<file path="src/rtl/vend_pkg.sv">
// Shared types and helpers for the vending payment controller.
// Holds the state encoding, coin codes and the coin value lookup.
package vend_pkg;

    typedef enum logic [2:0] {
        S_IDLE,
        S_COLLECT,
        S_VEND,
        S_CHANGE,
        S_DONE
    } state_t;

    localparam logic [1:0] COIN_1  = 2'b00;
    localparam logic [1:0] COIN_2  = 2'b01;
    localparam logic [1:0] COIN_5  = 2'b10;
    localparam logic [1:0] COIN_10 = 2'b11;

    function automatic logic [3:0] coin_value(input logic [1:0] code);
        logic [3:0] v;
        v = 4'd1;
        case (code)
            COIN_1:  v = 4'd1;
            COIN_2:  v = 4'd2;
            COIN_5:  v = 4'd5;
            COIN_10: v = 4'd10;
            default: v = 4'd1;
        endcase
        return v;
    endfunction

endpackage

</file>
<file path="src/rtl/change_coin_select.sv">
// Greedy change picker: largest coin not exceeding the amount owed.
// Purely combinational; an owed value of zero maps to the 1-unit code.
module change_coin_select
    import vend_pkg::*;
#(
    parameter int CREDIT_W = 9
) (
    input  logic [CREDIT_W-1:0] owed,
    output logic [1:0]          code
);

    // Pick the biggest denomination that still fits in owed
    always_comb begin
        code = COIN_1;
        if (owed >= CREDIT_W'(10))
            code = COIN_10;
        else if (owed >= CREDIT_W'(5))
            code = COIN_5;
        else if (owed >= CREDIT_W'(2))
            code = COIN_2;
        else
            code = COIN_1;
    end

endmodule

</file>
<file path="src/rtl/vend_payment_ctrl.sv">
// Payment controller: collects coins against a latched price, vends,
// then pays change one coin per handshake. Cancel/timeout refund all.
module vend_payment_ctrl
    import vend_pkg::*;
#(
    parameter int TIMEOUT_CYCLES = 255,
    parameter int CREDIT_W       = 9
) (
    input  logic                clk,
    input  logic                rst,
    input  logic [7:0]          price,
    input  logic                start,
    input  logic                cancel,
    input  logic                coin_valid,
    input  logic [1:0]          coin_code,
    output logic                busy,
    output logic [CREDIT_W-1:0] credit,
    output logic                dispense,
    output logic                chg_valid,
    output logic [1:0]          chg_code,
    input  logic                chg_ready,
    output logic                done
);

    localparam int TW = $clog2(TIMEOUT_CYCLES + 1);
    localparam logic [TW-1:0] T_LAST = TW'(TIMEOUT_CYCLES - 1);

    state_t              state;
    state_t              state_next;
    logic [7:0]          price_q;
    logic [CREDIT_W-1:0] owed;
    logic [TW-1:0]       timer;

    logic [CREDIT_W-1:0] coin_amt;
    logic [CREDIT_W-1:0] credit_sum;
    logic [CREDIT_W-1:0] chg_amt;
    logic [CREDIT_W-1:0] price_ext;
    logic [1:0]          sel_code;
    logic                timed_out;
    logic                abort;
    logic                paid;
    logic                handshake;

    change_coin_select #(.CREDIT_W(CREDIT_W)) u_sel (
        .owed (owed),
        .code (sel_code)
    );

    assign coin_amt   = CREDIT_W'(coin_value(coin_code));
    assign credit_sum = coin_valid ? credit + coin_amt : credit;
    assign chg_amt    = CREDIT_W'(coin_value(sel_code));
    assign price_ext  = CREDIT_W'(price_q);
    assign timed_out  = !coin_valid && (timer == T_LAST);
    assign abort      = cancel || timed_out;
    assign paid       = credit >= price_ext;
    assign handshake  = chg_valid && chg_ready;

    // State register
    always_ff @(posedge clk) begin
        if (rst)
            state <= S_IDLE;
        else
            state <= state_next;
    end

    // Next-state logic and Moore output decode
    always_comb begin
        state_next = state;
        busy       = (state != S_IDLE);
        dispense   = (state == S_VEND);
        chg_valid  = (state == S_CHANGE) && (owed != '0);
        chg_code   = chg_valid ? sel_code : COIN_1;
        done       = (state == S_DONE);
        case (state)
            S_IDLE:
                if (start && price != '0)
                    state_next = S_COLLECT;
            S_COLLECT:
                if (abort)
                    state_next = S_CHANGE;
                else if (paid)
                    state_next = S_VEND;
            S_VEND:
                state_next = S_CHANGE;
            S_CHANGE:
                if (owed == '0)
                    state_next = S_DONE;
            S_DONE:
                state_next = S_IDLE;
            default:
                state_next = S_IDLE;
        endcase
    end

    // Price latch, credit accumulator, change counter and idle timer
    always_ff @(posedge clk) begin
        if (rst) begin
            price_q <= '0;
            credit  <= '0;
            owed    <= '0;
            timer   <= '0;
        end else begin
            case (state)
                S_IDLE: begin
                    if (start && price != '0) begin
                        price_q <= price;
                        credit  <= '0;
                        owed    <= '0;
                        timer   <= '0;
                    end
                end
                S_COLLECT: begin
                    credit <= credit_sum;
                    timer  <= coin_valid ? '0 : timer + TW'(1);
                    if (abort)
                        owed <= credit_sum;
                end
                S_VEND: begin
                    owed <= credit - price_ext;
                end
                S_CHANGE: begin
                    if (handshake)
                        owed <= owed - chg_amt;
                end
                S_DONE: begin
                    credit <= '0;
                    owed   <= '0;
                end
                default: begin
                    owed <= '0;
                end
            endcase
        end
    end

endmodule

</file>
<file path="config.mk">
export PLATFORM = sky130hd
export DESIGN_NAME = vend_payment_ctrl
export DESIGN_NICKNAME = d
export VERILOG_FILES = /design/src/rtl/vend_pkg.sv /design/src/rtl/change_coin_select.sv /design/src/rtl/vend_payment_ctrl.sv
export SDC_FILE = /design/constraint.sdc
export NUM_CORES = 1
export LEC_CHECK = 0
export CAP_MARGIN = 5
export CORE_MARGIN = 4
export CORE_UTILIZATION = 55
export DETAILED_ROUTE_END_ITERATION = 8
export GPL_ROUTABILITY_DRIVEN = 0
export GPL_TIMING_DRIVEN = 0
export HOLD_SLACK_MARGIN = 0.02
export PLACE_DENSITY = 0.78
export SYNTH_ARGS = -nofsm -noshare
export SYNTH_HDL_FRONTEND = slang
export SYNTH_HIERARCHICAL = 1
export SYNTH_SLANG_ARGS = --single-unit
</file>
<file path="constraint.sdc">
create_clock -name clk -period 6.4 [get_ports clk]
set_input_delay 0.64 -clock clk [delete_from_list [all_inputs] [get_ports clk]]
set_output_delay 0.64 -clock clk [all_outputs]
set_load 0.01 [all_outputs]
</file>
==> results.txt <==
* Outcome: finished clean
- The filler cells instantiated in the layout total 425.
* Part of the Yosys area used for sequential elements: 27.06%
- Clock skew on the completed layout was measured at 7.752 ps.
- The final number of hold-violating endpoints is 0.
- The cell area that synthesis handed to floorplanning was 2738 um2.
* Pin count of the biggest net entering global routing: 12
- Of all flip-flops after synthesis, the portion carrying an async set or reset was 0%.
- After floorplanning, the core was divided into 25 placement rows.
- Clock latency at the later pin of the worst-skew pair: 290 ps
- Final Net Count: 437
- The number of global-route vias before repair was 2399.
* Tmin final: 3025 ps
- Max-slew violation count: 0
- Die Span Y: 78.55 um
- The core region is 4786 um2.
- Total number of vias: 2731
* Type of element launching the critical path: flip-flop
- In the synthesized netlist, the number of instances is 364.
- Setup repair after global routing left no endpoint under its margin.
* Multi-input gate area in the final layout: 1815 um2
- In this run, synthesis produced a sequential element count of 37.
- At the pin with the least slew margin, the transition time is 644.4 ps.
- Floorplan die width: 78.55 um
* Port-buffer cells: 29
* Fmax: 0.3306 GHz
- In this run, synthesis inferred 0 flip-flops with an integrated enable.
* Final period util: 47.26%
- Relative slew slack: 56.65%
- Cell at the root of the clock tree: clkbuf_8
* Total setup violations reported at the end of the flow: 0
- For this run, the number of Yosys warnings is 6.
- In the final layout, flip-flops and latches occupy 740.7 um2.
- Prevailing post-synth register cell: dfxtp_1
- After detailed routing, the average wire length per cell comes to 14.90 um.
- Leading cell type by number of instances after synthesis: nor2_1
- Worst Path Max Fanout: 6
- After layout, the design draws a total of 1.039 mW.
- Yosys top cell area share: 27.06%
- Largest cells by area after synthesis: dfxtp_1 (27%), ha_1 (8.2%), a21oi_1 (5.7%), nor2_1 (5.3%), nand2_1 (5.2%)
* CTS HTree Levels: 2
- CTS Buffer Depth: 2
- Clock Pin Slew Worst Setup and Hold Paths: 80 ps
- Post-route DRC violation count: 0
- For this design the static power due to leakage is 1.299 nW.
- Worst setup EP type: flip-flop
* Average via count per standard cell: 5.835
- dfxtp_1 takes more of the synthesized area than any other cell.
- Counting every net in the synthesized netlist gives 401.
- Once the clock tree was built, the resizer swapped 0 gates to a different size.
- Most used standard cells in the synthesized netlist: nor2_1 (39), nand2_1 (38), dfxtp_1 (37), a21oi_1 (31), inv_1 (30)
- In this run the remaining antenna-violating nets after routing total 0.
- Synth unique cells: 55
- The die covers 6170 um2.
* Sum of overflow across all layers after global routing: 0
- Setup TNS: 0 ps
* DPL Wire Length: 5395 um
- Initial core utilization: 57.20%
- For this block, the routed nets add up to 6975 um of wire.
- The first global-routing pass estimated 11420 um of wire.
* Post-CTS Hold Fix Bufs: 0
- Buffers added to address setup during post-CTS repair amount to 0.
* Avg Synthesized Cell Area: 7.521 um2
- CTS tree: yes
- Violation count after the first detailed-routing iteration: 216
- Worst path arrival time: 3210 ps
* Share of post-route cells with drive strength above 1: 5.736%
* Synthesis-to-layout area growth: 16.68%
- Crit Path Category: flip-flop to flip-flop
* Clock Sinks: 37
* Num CTS Buffers: 5
- Peak supply drop: 0.0001515 V
- Required time reported for the critical path endpoint: 6590 ps
* Antenna violations before repair: 0
* Number of primary I/O pins: 31
* Dpl cell area: 3112 um2
- Total power density per cell area: 325.2 nW/um2
- Type of the tightest min-delay check: flip-flop to flip-flop
- The first TritonRoute pass finished after 5 iterations.
* Aggregate global-route resource usage: 23.12%
* Maximum capacitance violations: 0
- After routing the design area is 3194 um2.
- Antenna cell count: 0
## report_power, final
group / leakage, nW / switching, mW / total (mW) / internal [mW]
combinational: 0.954 / 0.353 / 0.596 / 0.243
sequential: 0.300 / 0.0266 / 0.282 / 0.256
clock: 0.0450 / 0.0852 / 0.161 / 0.0756
## path summary, 6_finish.rpt
| check | startpoint | to | slack [ps] | cells past startpoint |
|---|---|---|---|---|
| setup / recovery | owed[4] | owed[6] | 3380 | 13 |
| hold / removal | price_q[6] | price_q[6] | 460 | 2 |
| setup reg to reg | owed[4] | owed[6] | 3380 | 13 |
| hold reg to reg | price_q[6] | price_q[6] | 460 | 2 |
## placed cells by master (no fill, tap or decap), drive strengths merged, types with 2 or more instances in the layout
| cell type | synthesis | final |
|---|---|---|
| nor2 | 40 | 40 |
| nand2 | 38 | 38 |
| dfxtp | 37 | 37 |
| a21oi | 31 | 31 |
| inv | 30 | 30 |
| clkdlybuf4s50 | 0 | 29 |
| o21ai | 24 | 24 |
| ha | 18 | 18 |
| nand3 | 16 | 16 |
| clkbuf | 6 | 12 |
| nand2b | 9 | 9 |
| xor2 | 8 | 8 |
| buf | 8 | 8 |
| nor4 | 8 | 8 |
| a22oi | 6 | 6 |
| xnor2 | 6 | 6 |
| and2 | 5 | 5 |
| nor3 | 5 | 5 |
| and3 | 5 | 5 |
| o211ai | 5 | 5 |
| nor3b | 4 | 4 |
| nand4 | 4 | 4 |
| a31oi | 4 | 4 |
| mux2i | 4 | 4 |
| a311oi | 4 | 4 |
| nor2b | 3 | 3 |
| nand3b | 3 | 3 |
| a21o | 3 | 3 |
| a211oi | 3 | 3 |
| fa | 3 | 3 |
| a221oi | 2 | 2 |
| a22o | 2 | 2 |
| mux2 | 2 | 2 |
| a221o | 2 | 2 |
| clkinv | 0 | 2 |
| a21boi | 2 | 2 |
## routing by layer
metal	part of all wire, %	routed length, um	vias up	GRT usage [%]
met1	48	3330	1256	31.60
met4	1.8	125	0	6.818
met3	5.5	383	11	3.784
met2	45	3135	95	37.27
met5	0	0	-	0
li1	-	-	1369	-
## cell families after synthesis
family / share of synthesized area (%)
simple gates: 26.01
compound gates: 23.13
buf+inv: 6.627
flops: 27.06
fa+ha+maj: 10.42
xor+xnor: 4.479
mux: 2.285
## state kept, by name (all words and copies together), names as in the netlist
register	flops
price_q	8
credit	9
owed	9
state	3
timer	8
## critical path, cell delays in order, from the launching register on
cell      delay [ps]
dfxtp_1          370
or4_1            520
nor2_1           130
o21ai_1          150
inv_1            110
ha_1             150
inv_1             50
fa_1             400
a21o_1           180
a21oi_1          280
nand2b_1         120
xor2_1           150
o211ai_1         100
a22o_1           210
## area by class of cell
| class | instances | share of cell area, % |
|---|---|---|
| multi-input combinational | 283 | 56.84 |
| sequential | 37 | 23.19 |
| timing repair buffer | 29 | 9.087 |
| inverter | 30 | 3.525 |
| tap | 67 | 2.624 |
| clock buffer | 6 | 2.272 |
| buffer | 14 | 2.154 |
| clock inverter | 2 | 0.3134 |
## metrics by stage
step | hold WS [ps] | worst slack [ps] | std cells | utilization, %
2_1_floorplan | 431.2 | 3681 | 364 | -
6_report | 457.5 | 3375 | 468 | 66.75
3_3_place_gp | 444.4 | 3131 | 460 | 65.02
3_5_place_dp | 449.3 | 3094 | 460 | 65.02
5_1_grt | 480.3 | 3163 | 468 | 66.75
4_1_cts | 459.2 | 3398 | 468 | 66.75
No activity file was read; power rests on OpenSTA's default activity.
